**src/rtl/db9md_pad_scanner_if.sv**
```systemverilog
// rtl/db9md_pad_scanner_if.sv - pad bus and decoded-output bundle for the DB9 MD pad scanner
//
// Purpose : groups the shared DB9 pin bus, the select/split drive lines and
//           the decoded joystick outputs into one interface.
// Signals : joy_in[5:0]     active-low pad pins (driven by the pads)
//           joy_mdsel       MD select line (pin 7)
//           joy_split       0 = pad 1 on the bus, 1 = pad 2
//           joystick1/2     decoded active-high words
//           pad_type1/2     00 none/Atari, 01 3-button, 10 6-button
//           scan_done       one-cycle pulse after both pads are committed
// Modports: master = scanner side, slave = pad/consumer side.

interface db9md_pad_scanner_if;
  logic [5:0]  joy_in;
  logic        joy_mdsel;
  logic        joy_split;
  logic [15:0] joystick1;
  logic [15:0] joystick2;
  logic [1:0]  pad_type1;
  logic [1:0]  pad_type2;
  logic        scan_done;

  modport master (
    input  joy_in,
    output joy_mdsel,
    output joy_split,
    output joystick1,
    output joystick2,
    output pad_type1,
    output pad_type2,
    output scan_done
  );

  modport slave (
    output joy_in,
    input  joy_mdsel,
    input  joy_split,
    input  joystick1,
    input  joystick2,
    input  pad_type1,
    input  pad_type2,
    input  scan_done
  );
endinterface

```
**src/rtl/db9md_pad_scanner.sv**
```systemverilog
// rtl/db9md_pad_scanner.sv - polls two DB9 Mega Drive / Atari pads sharing one pin bus
//
// Purpose : walks the MD 6-button select protocol on each pad in turn
//           (IDLE -> SCAN pad 1 -> SWAP -> SCAN pad 2 -> IDLE), decodes the
//           active-low pin samples and commits one 16-bit word plus pad type
//           per pad at the end of its scan.
// Ports   : clk      system clock
//           reset_n  asynchronous active-low reset
//           bus      db9md_pad_scanner_if.master (joy_in in; joy_mdsel,
//                    joy_split, joystick1/2, pad_type1/2, scan_done out)
// Params  : PHASE_CYC cycles per select phase, SWAP_CYC settle cycles after
//           switching pads, IDLE_CYC quiet cycles between full scans.
// Option  : DB9MD_DEBOUNCE_EN - outputs only change when two consecutive
//           scans of a pad decode identically.

module db9md_pad_scanner #(
  parameter int PHASE_CYC = 480,
  parameter int SWAP_CYC  = 480,
  parameter int IDLE_CYC  = 96000
) (
  input  logic clk,
  input  logic reset_n,
  db9md_pad_scanner_if.master bus
);

  localparam int MAX_AB = (IDLE_CYC > SWAP_CYC) ? IDLE_CYC : SWAP_CYC;
  localparam int MAXC   = (MAX_AB > PHASE_CYC) ? MAX_AB : PHASE_CYC;
  localparam int CW     = (MAXC > 2) ? $clog2(MAXC) : 1;

  localparam logic [CW-1:0] IDLE_LAST  = CW'(IDLE_CYC - 1);
  localparam logic [CW-1:0] SWAP_LAST  = CW'(SWAP_CYC - 1);
  localparam logic [CW-1:0] PHASE_LAST = CW'(PHASE_CYC - 1);
  localparam logic [CW-1:0] CNT_ONE    = {{(CW-1){1'b0}}, 1'b1};

  localparam logic [1:0] S_IDLE = 2'd0;
  localparam logic [1:0] S_SCAN = 2'd1;
  localparam logic [1:0] S_SWAP = 2'd2;

  logic [1:0]    r_state;
  logic [CW-1:0] r_cnt;
  logic [2:0]    r_phase;
  logic          r_mdsel;
  logic          r_split;
  logic          r_scan_done;
  logic [15:0]   r_word1;
  logic [15:0]   r_word2;
  logic [1:0]    r_type1;
  logic [1:0]    r_type2;

  // Shadow samples; only the pins each phase contributes are kept.
  logic [5:0]    r_s0;   // p=0 high: all six pins
  logic [3:0]    r_s1;   // p=1 low : {pin9, pin6, right, left}
  logic [3:0]    r_s5;   // p=5 low : directions (6-button signature)
  logic [3:0]    r_s6;   // p=6 high: {Mode, X, Y, Z} on direction pins

`ifdef DB9MD_DEBOUNCE_EN
  logic [15:0]   r_prev_word1;
  logic [15:0]   r_prev_word2;
  logic [1:0]    r_prev_type1;
  logic [1:0]    r_prev_type2;
`endif

  logic          w_md;
  logic          w_six;
  logic [15:0]   w_md_word;
  logic [15:0]   w_atari_word;
  logic [15:0]   w_word;
  logic [1:0]    w_type;
  logic          w_phase_end;

  // MD pads ground left and right while select is low; Atari sticks cannot.
  assign w_md  = ~r_s1[0] & ~r_s1[1];
  // Third low phase of a 6-button pad grounds all four direction pins.
  assign w_six = w_md & (r_s5 == 4'b0000);

  assign w_md_word = {4'b0000,
                      ~r_s6[3], ~r_s6[0], ~r_s6[1], ~r_s6[2],   // Mode Z Y X
                      ~r_s1[3], ~r_s0[5], ~r_s0[4], ~r_s1[2],   // Start C B A
                      ~r_s0[0], ~r_s0[1], ~r_s0[2], ~r_s0[3]};  // up down left right

  assign w_atari_word = {10'b0, ~r_s0[5], ~r_s0[4],
                         ~r_s0[0], ~r_s0[1], ~r_s0[2], ~r_s0[3]};

  always_comb begin
    w_word = w_atari_word;
    w_type = 2'b00;
    if (w_md && !w_six) begin
      w_word = {8'h00, w_md_word[7:0]};
      w_type = 2'b01;
    end else if (w_six) begin
      w_word = w_md_word;
      w_type = 2'b10;
    end
  end

  assign w_phase_end = (r_cnt == PHASE_LAST);

  always_ff @(posedge clk or negedge reset_n) begin
    if (!reset_n) begin
      r_state     <= S_IDLE;
      r_cnt       <= '0;
      r_phase     <= 3'd0;
      r_mdsel     <= 1'b1;
      r_split     <= 1'b0;
      r_scan_done <= 1'b0;
      r_word1     <= 16'h0000;
      r_word2     <= 16'h0000;
      r_type1     <= 2'b00;
      r_type2     <= 2'b00;
      r_s0        <= '1;
      r_s1        <= '1;
      r_s5        <= '1;
      r_s6        <= '1;
`ifdef DB9MD_DEBOUNCE_EN
      r_prev_word1 <= 16'h0000;
      r_prev_word2 <= 16'h0000;
      r_prev_type1 <= 2'b00;
      r_prev_type2 <= 2'b00;
`endif
    end else begin
      r_scan_done <= 1'b0;
      case (r_state)
        S_IDLE: begin
          if (r_cnt == IDLE_LAST) begin
            r_cnt   <= '0;
            r_phase <= 3'd0;
            r_split <= 1'b0;
            r_mdsel <= 1'b1;
            r_state <= S_SCAN;
          end else begin
            r_cnt <= r_cnt + CNT_ONE;
          end
        end

        S_SCAN: begin
          if (w_phase_end) begin
            r_cnt <= '0;
            case (r_phase)
              3'd0:    r_s0 <= bus.joy_in;
              3'd1:    r_s1 <= bus.joy_in[5:2];
              3'd5:    r_s5 <= bus.joy_in[3:0];
              3'd6:    r_s6 <= bus.joy_in[3:0];
              default: ;
            endcase
            if (r_phase == 3'd7) begin
              // End of this pad's scan: commit word and type together.
              r_phase <= 3'd0;
              r_mdsel <= 1'b1;
              if (!r_split) begin
`ifdef DB9MD_DEBOUNCE_EN
                if (w_word == r_prev_word1 && w_type == r_prev_type1) begin
                  r_word1 <= w_word;
                  r_type1 <= w_type;
                end
                r_prev_word1 <= w_word;
                r_prev_type1 <= w_type;
`else
                r_word1 <= w_word;
                r_type1 <= w_type;
`endif
                r_split <= 1'b1;
                r_state <= S_SWAP;
              end else begin
`ifdef DB9MD_DEBOUNCE_EN
                if (w_word == r_prev_word2 && w_type == r_prev_type2) begin
                  r_word2 <= w_word;
                  r_type2 <= w_type;
                end
                r_prev_word2 <= w_word;
                r_prev_type2 <= w_type;
`else
                r_word2 <= w_word;
                r_type2 <= w_type;
`endif
                r_split     <= 1'b0;
                r_scan_done <= 1'b1;
                r_state     <= S_IDLE;
              end
            end else begin
              r_phase <= r_phase + 3'd1;
              // Next phase p+1 drives ~(p+1)[0], which equals p[0].
              r_mdsel <= r_phase[0];
            end
          end else begin
            r_cnt <= r_cnt + CNT_ONE;
          end
        end

        S_SWAP: begin
          if (r_cnt == SWAP_LAST) begin
            r_cnt   <= '0;
            r_phase <= 3'd0;
            r_mdsel <= 1'b1;
            r_state <= S_SCAN;
          end else begin
            r_cnt <= r_cnt + CNT_ONE;
          end
        end

        default: begin
          r_state <= S_IDLE;
          r_cnt   <= '0;
          r_phase <= 3'd0;
          r_mdsel <= 1'b1;
          r_split <= 1'b0;
        end
      endcase
    end
  end

  assign bus.joy_mdsel = r_mdsel;
  assign bus.joy_split = r_split;
  assign bus.joystick1 = r_word1;
  assign bus.joystick2 = r_word2;
  assign bus.pad_type1 = r_type1;
  assign bus.pad_type2 = r_type2;
  assign bus.scan_done = r_scan_done;

endmodule

```
**src/flat_wrapper.sv**
```systemverilog
// flat-port wrapper written by rule: the top's interface ports become plain ports
module db9md_pad_scanner_flat 
#(
  parameter int PHASE_CYC = 480,
  parameter int SWAP_CYC  = 480,
  parameter int IDLE_CYC  = 96000
)
  (clk, reset_n, bus_joy_in, bus_joy_mdsel, bus_joy_split, bus_joystick1, bus_joystick2, bus_pad_type1, bus_pad_type2, bus_scan_done);
  db9md_pad_scanner_if bus_i ();
  input  logic clk;
  input  logic reset_n;
  input wire logic [$bits(bus_i.joy_in)-1:0] bus_joy_in;
  output wire logic [$bits(bus_i.joy_mdsel)-1:0] bus_joy_mdsel;
  output wire logic [$bits(bus_i.joy_split)-1:0] bus_joy_split;
  output wire logic [$bits(bus_i.joystick1)-1:0] bus_joystick1;
  output wire logic [$bits(bus_i.joystick2)-1:0] bus_joystick2;
  output wire logic [$bits(bus_i.pad_type1)-1:0] bus_pad_type1;
  output wire logic [$bits(bus_i.pad_type2)-1:0] bus_pad_type2;
  output wire logic [$bits(bus_i.scan_done)-1:0] bus_scan_done;
  assign bus_i.joy_in = bus_joy_in;
  assign bus_joy_mdsel = bus_i.joy_mdsel;
  assign bus_joy_split = bus_i.joy_split;
  assign bus_joystick1 = bus_i.joystick1;
  assign bus_joystick2 = bus_i.joystick2;
  assign bus_pad_type1 = bus_i.pad_type1;
  assign bus_pad_type2 = bus_i.pad_type2;
  assign bus_scan_done = bus_i.scan_done;
  db9md_pad_scanner #(.PHASE_CYC(PHASE_CYC), .SWAP_CYC(SWAP_CYC), .IDLE_CYC(IDLE_CYC)) u_core (.clk(clk), .reset_n(reset_n), .bus(bus_i));
endmodule
```
**config.mk**
```make
export PLATFORM = sky130hd
export DESIGN_NAME = db9md_pad_scanner_flat
export DESIGN_NICKNAME = d
export VERILOG_FILES = /design/src/rtl/db9md_pad_scanner_if.sv /design/src/rtl/db9md_pad_scanner.sv /design/src/flat_wrapper.sv
export SDC_FILE = /design/constraint.sdc
export NUM_CORES = 1
export LEC_CHECK = 0
export BUFFER_PORTS_ARGS = -buffer_cell sky130_fd_sc_hd__buf_2
export CAP_MARGIN = 20
export CORE_ASPECT_RATIO = 2
export CORE_MARGIN = 1.5
export CORE_UTILIZATION = 50
export CTS_CLUSTER_SIZE = 40
export DETAILED_ROUTE_END_ITERATION = 16
export PLACE_DENSITY = 0.83
export SLEW_MARGIN = 20
export SYNTH_ARGS = -nofsm -noshare
export SYNTH_HDL_FRONTEND = slang
export SYNTH_SLANG_ARGS = --single-unit
```
**constraint.sdc**
```tcl
create_clock -name clk -period 3 [get_ports clk]
set_clock_uncertainty 0.2 [all_clocks]
set_input_delay 0.15 -clock clk [delete_from_list [all_inputs] [get_ports clk]]
set_output_delay 0.15 -clock clk [all_outputs]
set_load 0.005 [all_outputs]
```
Yosys cells after proc, flatten, opt, wreduce, memory -nomap -nowiden
Index checks and enable logic that the tools add are counted.
Widths: inputs -> output; s select.
{"block": "word_totals", "latch_bits": 0, "register_bits": 79, "wordCells": 93, "output_inout_bits": 39, "in_bits": 8, "mem_bits_rw": 0, "romBits": 0, "mem_count": 0}
{"block": "classes", "eq_ne": 12, "n_div": 0, "order_cmp": 0, "mul": 0, "n_mux": 32, "bitwise": 18, "n_shift": 0, "reduce_logical": 15, "n_addsub": 2}
{"op": "$mux 17", "count": 2}
{"op": "$pmux 17 s2", "count": 1}
{"op": "$mux 12", "count": 2}
{"op": "$add 17x1->17 const B", "count": 1}
{"op": "$eq 17x17->1 const B", "count": 1}
{"op": "$eq 17x9->1 const B", "count": 1}
{"op": "$not 1->1", "count": 16}
{"op": "$reduce_and 4->1", "count": 4}
{"op": "$reduce_and 3->1", "count": 5}
{"op": "$mux 2", "count": 7}
{"op": "$mux 1", "count": 12}
{"op": "$mux 3", "count": 4}
{"op": "$eq 3x3->1 const B", "count": 3}
{"op": "$pmux 3 s3", "count": 1}
{"op": "$ne 2x1->1 const B", "count": 4}
{"op": "$pmux 1 s3", "count": 2}
{"op": "$pmux 2 s3", "count": 1}
{"op": "$logic_not 4->1", "count": 1}
{"op": "$add 3x1->3 const B", "count": 1}
{"op": "$eq 3x1->1 const B", "count": 1}
{"op": "$logic_not 3->1", "count": 1}
{"op": "$and 1x1->1", "count": 2}
{"op": "$eq 2x1->1 const B", "count": 1}
{"op": "$eq 2x2->1 const B", "count": 1}
{"op": "other kinds (4)", "count": 4}

Logic depth before layout (Yosys ltp)
{"block": "logic_depth", "word_depth": 6, "mapped_depth": 9, "depth_no_buf": 6}

Worst setup path before layout
OpenSTA, ideal clock, no wires.
{"block": "synth_path", "kind": "register -> register", "from": "register u_core.r_cnt[0]", "to": "register u_core.r_word2[10] (netlist: u_core.bus.joystick2[10])", "t_arrival_ns": 1.995, "n_path_buf": 3, "period_less_slack_ns": 2.320, "stages_incl_launch_ff": 9, "setup_time_ns": 0.125, "t_required_ns": 2.675, "setup_slack_ns": 0.680, "path_cell_list": "dfrtp_1 > ha_1 > and4_1 > buf_6 > nand3_2 > or4_4 > buf_6 > buf_12 > mux2_4"}
{"block": "synth_between", "elab_chain_len": 2}
{"item": "start, declared", "line": "db9md_pad_scanner.sv:40", "text": "logic [CW-1:0] r_cnt;"}
{"item": "start signal, assigned", "line": "db9md_pad_scanner.sv:131", "text": "r_cnt <= r_cnt + CNT_ONE;"}
{"item": "start signal, assigned", "line": "db9md_pad_scanner.sv:185", "text": "r_cnt <= r_cnt + CNT_ONE;"}
{"item": "start signal, assigned", "line": "db9md_pad_scanner.sv:196", "text": "r_cnt <= r_cnt + CNT_ONE;"}
{"item": "$eq 17x9->1", "line": "db9md_pad_scanner.sv:96", "text": "assign w_phase_end = (r_cnt == PHASE_LAST);"}
{"item": "$reduce_and 4->1 (no line)"}
{"item": "end signal, assigned", "line": "db9md_pad_scanner.sv:172", "text": "r_word2 <= w_word;"}
{"item": "end, declared", "line": "db9md_pad_scanner.sv:46", "text": "logic [15:0] r_word2;"}
Every way passes these cells.
A chain may end at the register's enable or synchronous reset.

Worst setup path in the final report
{"block": "layout_path", "from": "register u_core.r_cnt[0]", "to": "register u_core.r_cnt[16]"}
{"block": "layout_between", "elab_chain_len": 3, "elab_cells_between_ends": 6, "classes_between": "1 x add/sub; 2 x eq/ne; 3 x mux"}
{"item": "$add 17x1->17 (tied with other cells)", "line": "db9md_pad_scanner.sv:131, db9md_pad_scanner.sv:185, db9md_pad_scanner.sv:196"}
{"item": "$mux 17 (on tied branches)", "line": "db9md_pad_scanner.sv:136, db9md_pad_scanner.sv:190, db9md_pad_scanner.sv:124"}
{"item": "$pmux 17 s2 (*)", "line": "db9md_pad_scanner.sv:122", "text": "case (r_state)"}
Mark *: on every way between the ends. The rest lies on a longest branch, timed or not.

==> results.json <==
{
  "status": "finished, final reports clean",
  "grt_pass1_wl_mm": 11.4,
  "highest_layer": "met4",
  "criticalPathCategory": "reg2reg",
  "worstSetupStartpoint": "u_core.r_cnt[0]$_DFF_PN0_",
  "ys_types": 43,
  "final_common_cell": "dfrtp_1",
  "synthCells": 280,
  "core-area_um2": 6570,
  "cts_buffers": 9,
  "grt_usage_pct": 21.5,
  "wl_met3_um": 230,
  "drv_slew": 0,
  "fp.dieW_um": 61.1,
  "synthToLayoutAreaGrowth_pct": 17.7,
  "fin_crit_sh_pct": 87.8,
  "grt_max_degree": 39,
  "finalSetupViolations": 0,
  "synth_top_area_cell": "dfrtp_1",
  "post_cts_resized": 0,
  "setup-tns-final_ns": 0,
  "ioPinCount": 47,
  "row_count": 42,
  "viasPerCell": 5.38,
  "drcViolationCount": 0,
  "drtPass1Iterations": 5,
  "hold_violations": 0,
  "yosys.area.top_type_share_pct": 38.5,
  "cellPowerDensity_nw_per_um2": 542,
  "worstSetupStartpointType": "flop",
  "maxCapViolations": 0,
  "final_core_util_pct": 60.6,
  "antenna_cells": 0,
  "gp_congestion": 0.887,
  "final_cell_mix": "dfrtp_1 (52), buf_2 (38), mux2_2 (31)",
  "clk_pin_slew_worst_paths_ns": 0.06,
  "hold_path_class": "in2async",
  "wl_met2_mm": 3.97,
  "portBuffers": 38,
  "p_leak_nw": 1.98,
  "insertion_delay_ns": 0.34,
  "vias": 2269,
  "power_w": 0.00216,
  "finalWirelength_mm": 6.85,
  "path_max_fanout": 17,
  "worst_pin_slew_ns": 0.677,
  "syn-cell-area_um2": 3380,
  "dp_hpwl_mm": 4.94,
  "cts_tree": "done",
  "grt_overflow_total": 0,
  "critPathRequiredTime_ns": 3.00,
  "fin_crit_ns": 2.63,
  "drive_gt1_share_pct": 35.6,
  "avgRoutedWirePerCell_um": 16.2,
  "whs_ns": 0.0491,
  "ys_top_cells_by_area": "dfrtp_1 (38%), dfstp_2 (15%), mux2_2 (10%)",
  "seq_area_frac_synth_pct": 53.3,
  "r2r-start": "u_core.r_cnt[0]$_DFF_PN0_",
  "die-area_um2": 7290,
  "wl_met1_mm": 2.44,
  "yosys_warnings": 0,
  "dp_worst_setup_slack_ns": 0.357,
  "die_h_um": 119,
  "max_freq_ghz": 0.380,
  "cts_buffer_depth": 2,
  "fin_nets": 347,
  "start_util_pct": 51.5,
  "avgSynthCellArea_um2": 12.1,
  "end_kind": "flop",
  "h-tree-depth": 3,
  "peakVddDrop_mv": 0.340,
  "worst_ep_arrival_time_ns": 2.63,
  "relSlewSlack_pct": 54.5,
  "drtIter0Drc": 116,
  "grt_pass1_vias": 2448,
  "ys_ff_latch": 71,
  "rsz0062_at_grt": "no",
  "setup_ws_ns": 0.366,
  "cts-root-buf": "clkbuf_16",
  "cts.sinks": 71,
  "ant_nets": 0,
  "antenna_found_initial": 0
}
[registers in the layout, summed over array words and instances, names as in the netlist]
name and count:
u_core.r_cnt 17, u_core.bus.joystick1 12, u_core.bus.joystick2 12, u_core.r_s0 6, u_core.r_s1 4, u_core.r_s5 4, u_core.r_s6 4, u_core.r_phase 3
u_core.bus.pad_type1 2, u_core.bus.pad_type2 2, u_core.r_state 2, u_core.bus.joy_mdsel 1, u_core.bus.joy_split 1, u_core.bus.scan_done 1
[Yosys cell counts, drive strengths merged]
master   n
dfrtp   52
mux2    36
nor2    28
dfstp   19
nand2   16
buf     15
nor3    12
ha      10
o21ai   10
xor2    10
inv      9
nand4    8
nand2b   5
nand3    5
xnor2    5
a211o    4
and3     4
and4     4
nand4b   4
a21o     3
mux2i    3
nor4     3
clkbuf   2
o31ai    2
or3      2
a211oi   1
a21oi    1
a31oi    1
and2     1
conb     1
o41a     1
o41ai    1
or2      1
or4      1
[metrics by stage]
step | cell area [um^2] | cells
finish | 3980 | 422
global route | 3980 | 422
CTS | 3980 | 422
detailed placement | 3590 | 399
global placement | 3590 | 399
floorplan | 3410 | 287
[worst paths after layout]
kind	to	slack (ns)	cells past startpoint
setup / recovery	u_core.r_cnt[16]$_DFF_PN0_	0.37	6
hold / removal	u_core.bus.joystick1[6]$_DFFE_PN0P_	0.05	2
setup reg to reg	u_core.r_cnt[16]$_DFF_PN0_	0.37	6
hold reg to reg	u_core.bus.joystick2[3]$_DFFE_PN0P_	0.27	2
max in group asynchronous	u_core.r_s0[1]$_DFFE_PN1P_	1.73	3
min in group clk	u_core.bus.joystick2[3]$_DFFE_PN0P_	0.27	2
[power breakdown]
group	switching (W)	internal (W)	total, W	leakage (nW)
clock network	0.000399	0.000725	0.00112	0.152
logic	0.0000306	0.0000189	0.0000495	0.914
registers	0.00000633	0.000976	0.000982	0.911
[cells by family (layout without fill, tap and decap cells)]
| logic type | after synthesis | count (layout) | share of synthesized area [%] |
|---|---|---|---|
| multiplexers | 39 | 39 | 13.4 |
| AO/OA/AOI/OAI | 24 | 24 | 4.77 |
| other | 1 | 8 | 0.111 |
| flip-flops | 71 | 71 | 53.3 |
| adder cells (fa/ha/maj) | 10 | 10 | 3.70 |
| AND/OR/NAND/NOR | 94 | 94 | 15.7 |
| XOR/XNOR | 15 | 15 | 3.89 |
| buffers and inverters | 26 | 73 | 5.18 |
[worst max-delay path: stages (launching register included)]
cell and delay (ns):
dfrtp_1 0.38, ha_1 0.22, and4_1 0.38, nand4_4 0.15, o41ai_1 0.51, a21o_1 0.52, nor2_1 0.12
[metal layers]
| metal | global-route usage (%) | up-vias |
|---|---|---|
| met5 | 0 | - |
| met4 | 12.1 | 0 |
| met3 | 5.54 | 16 |
| met2 | 38.2 | 52 |
| met1 | 20.9 | 1137 |
| li1 | - | 1064 |
[what timing repair did]
item                                   in CTS  in global routing
endpoints found under the hold margin      50                  0
hold buffers                                7                  0
setup buffers                               0                  0
[area by class of cell]
cell class	count	area [um^2]
tap	88	110
sequential	71	1800
inverter	9	33.8
clock buffer	10	229
fill	519	2590
multi-input combinational	190	1440
clock inverter	6	86.3
timing repair buffer	48	283
(Power assumes the default switching activity.)
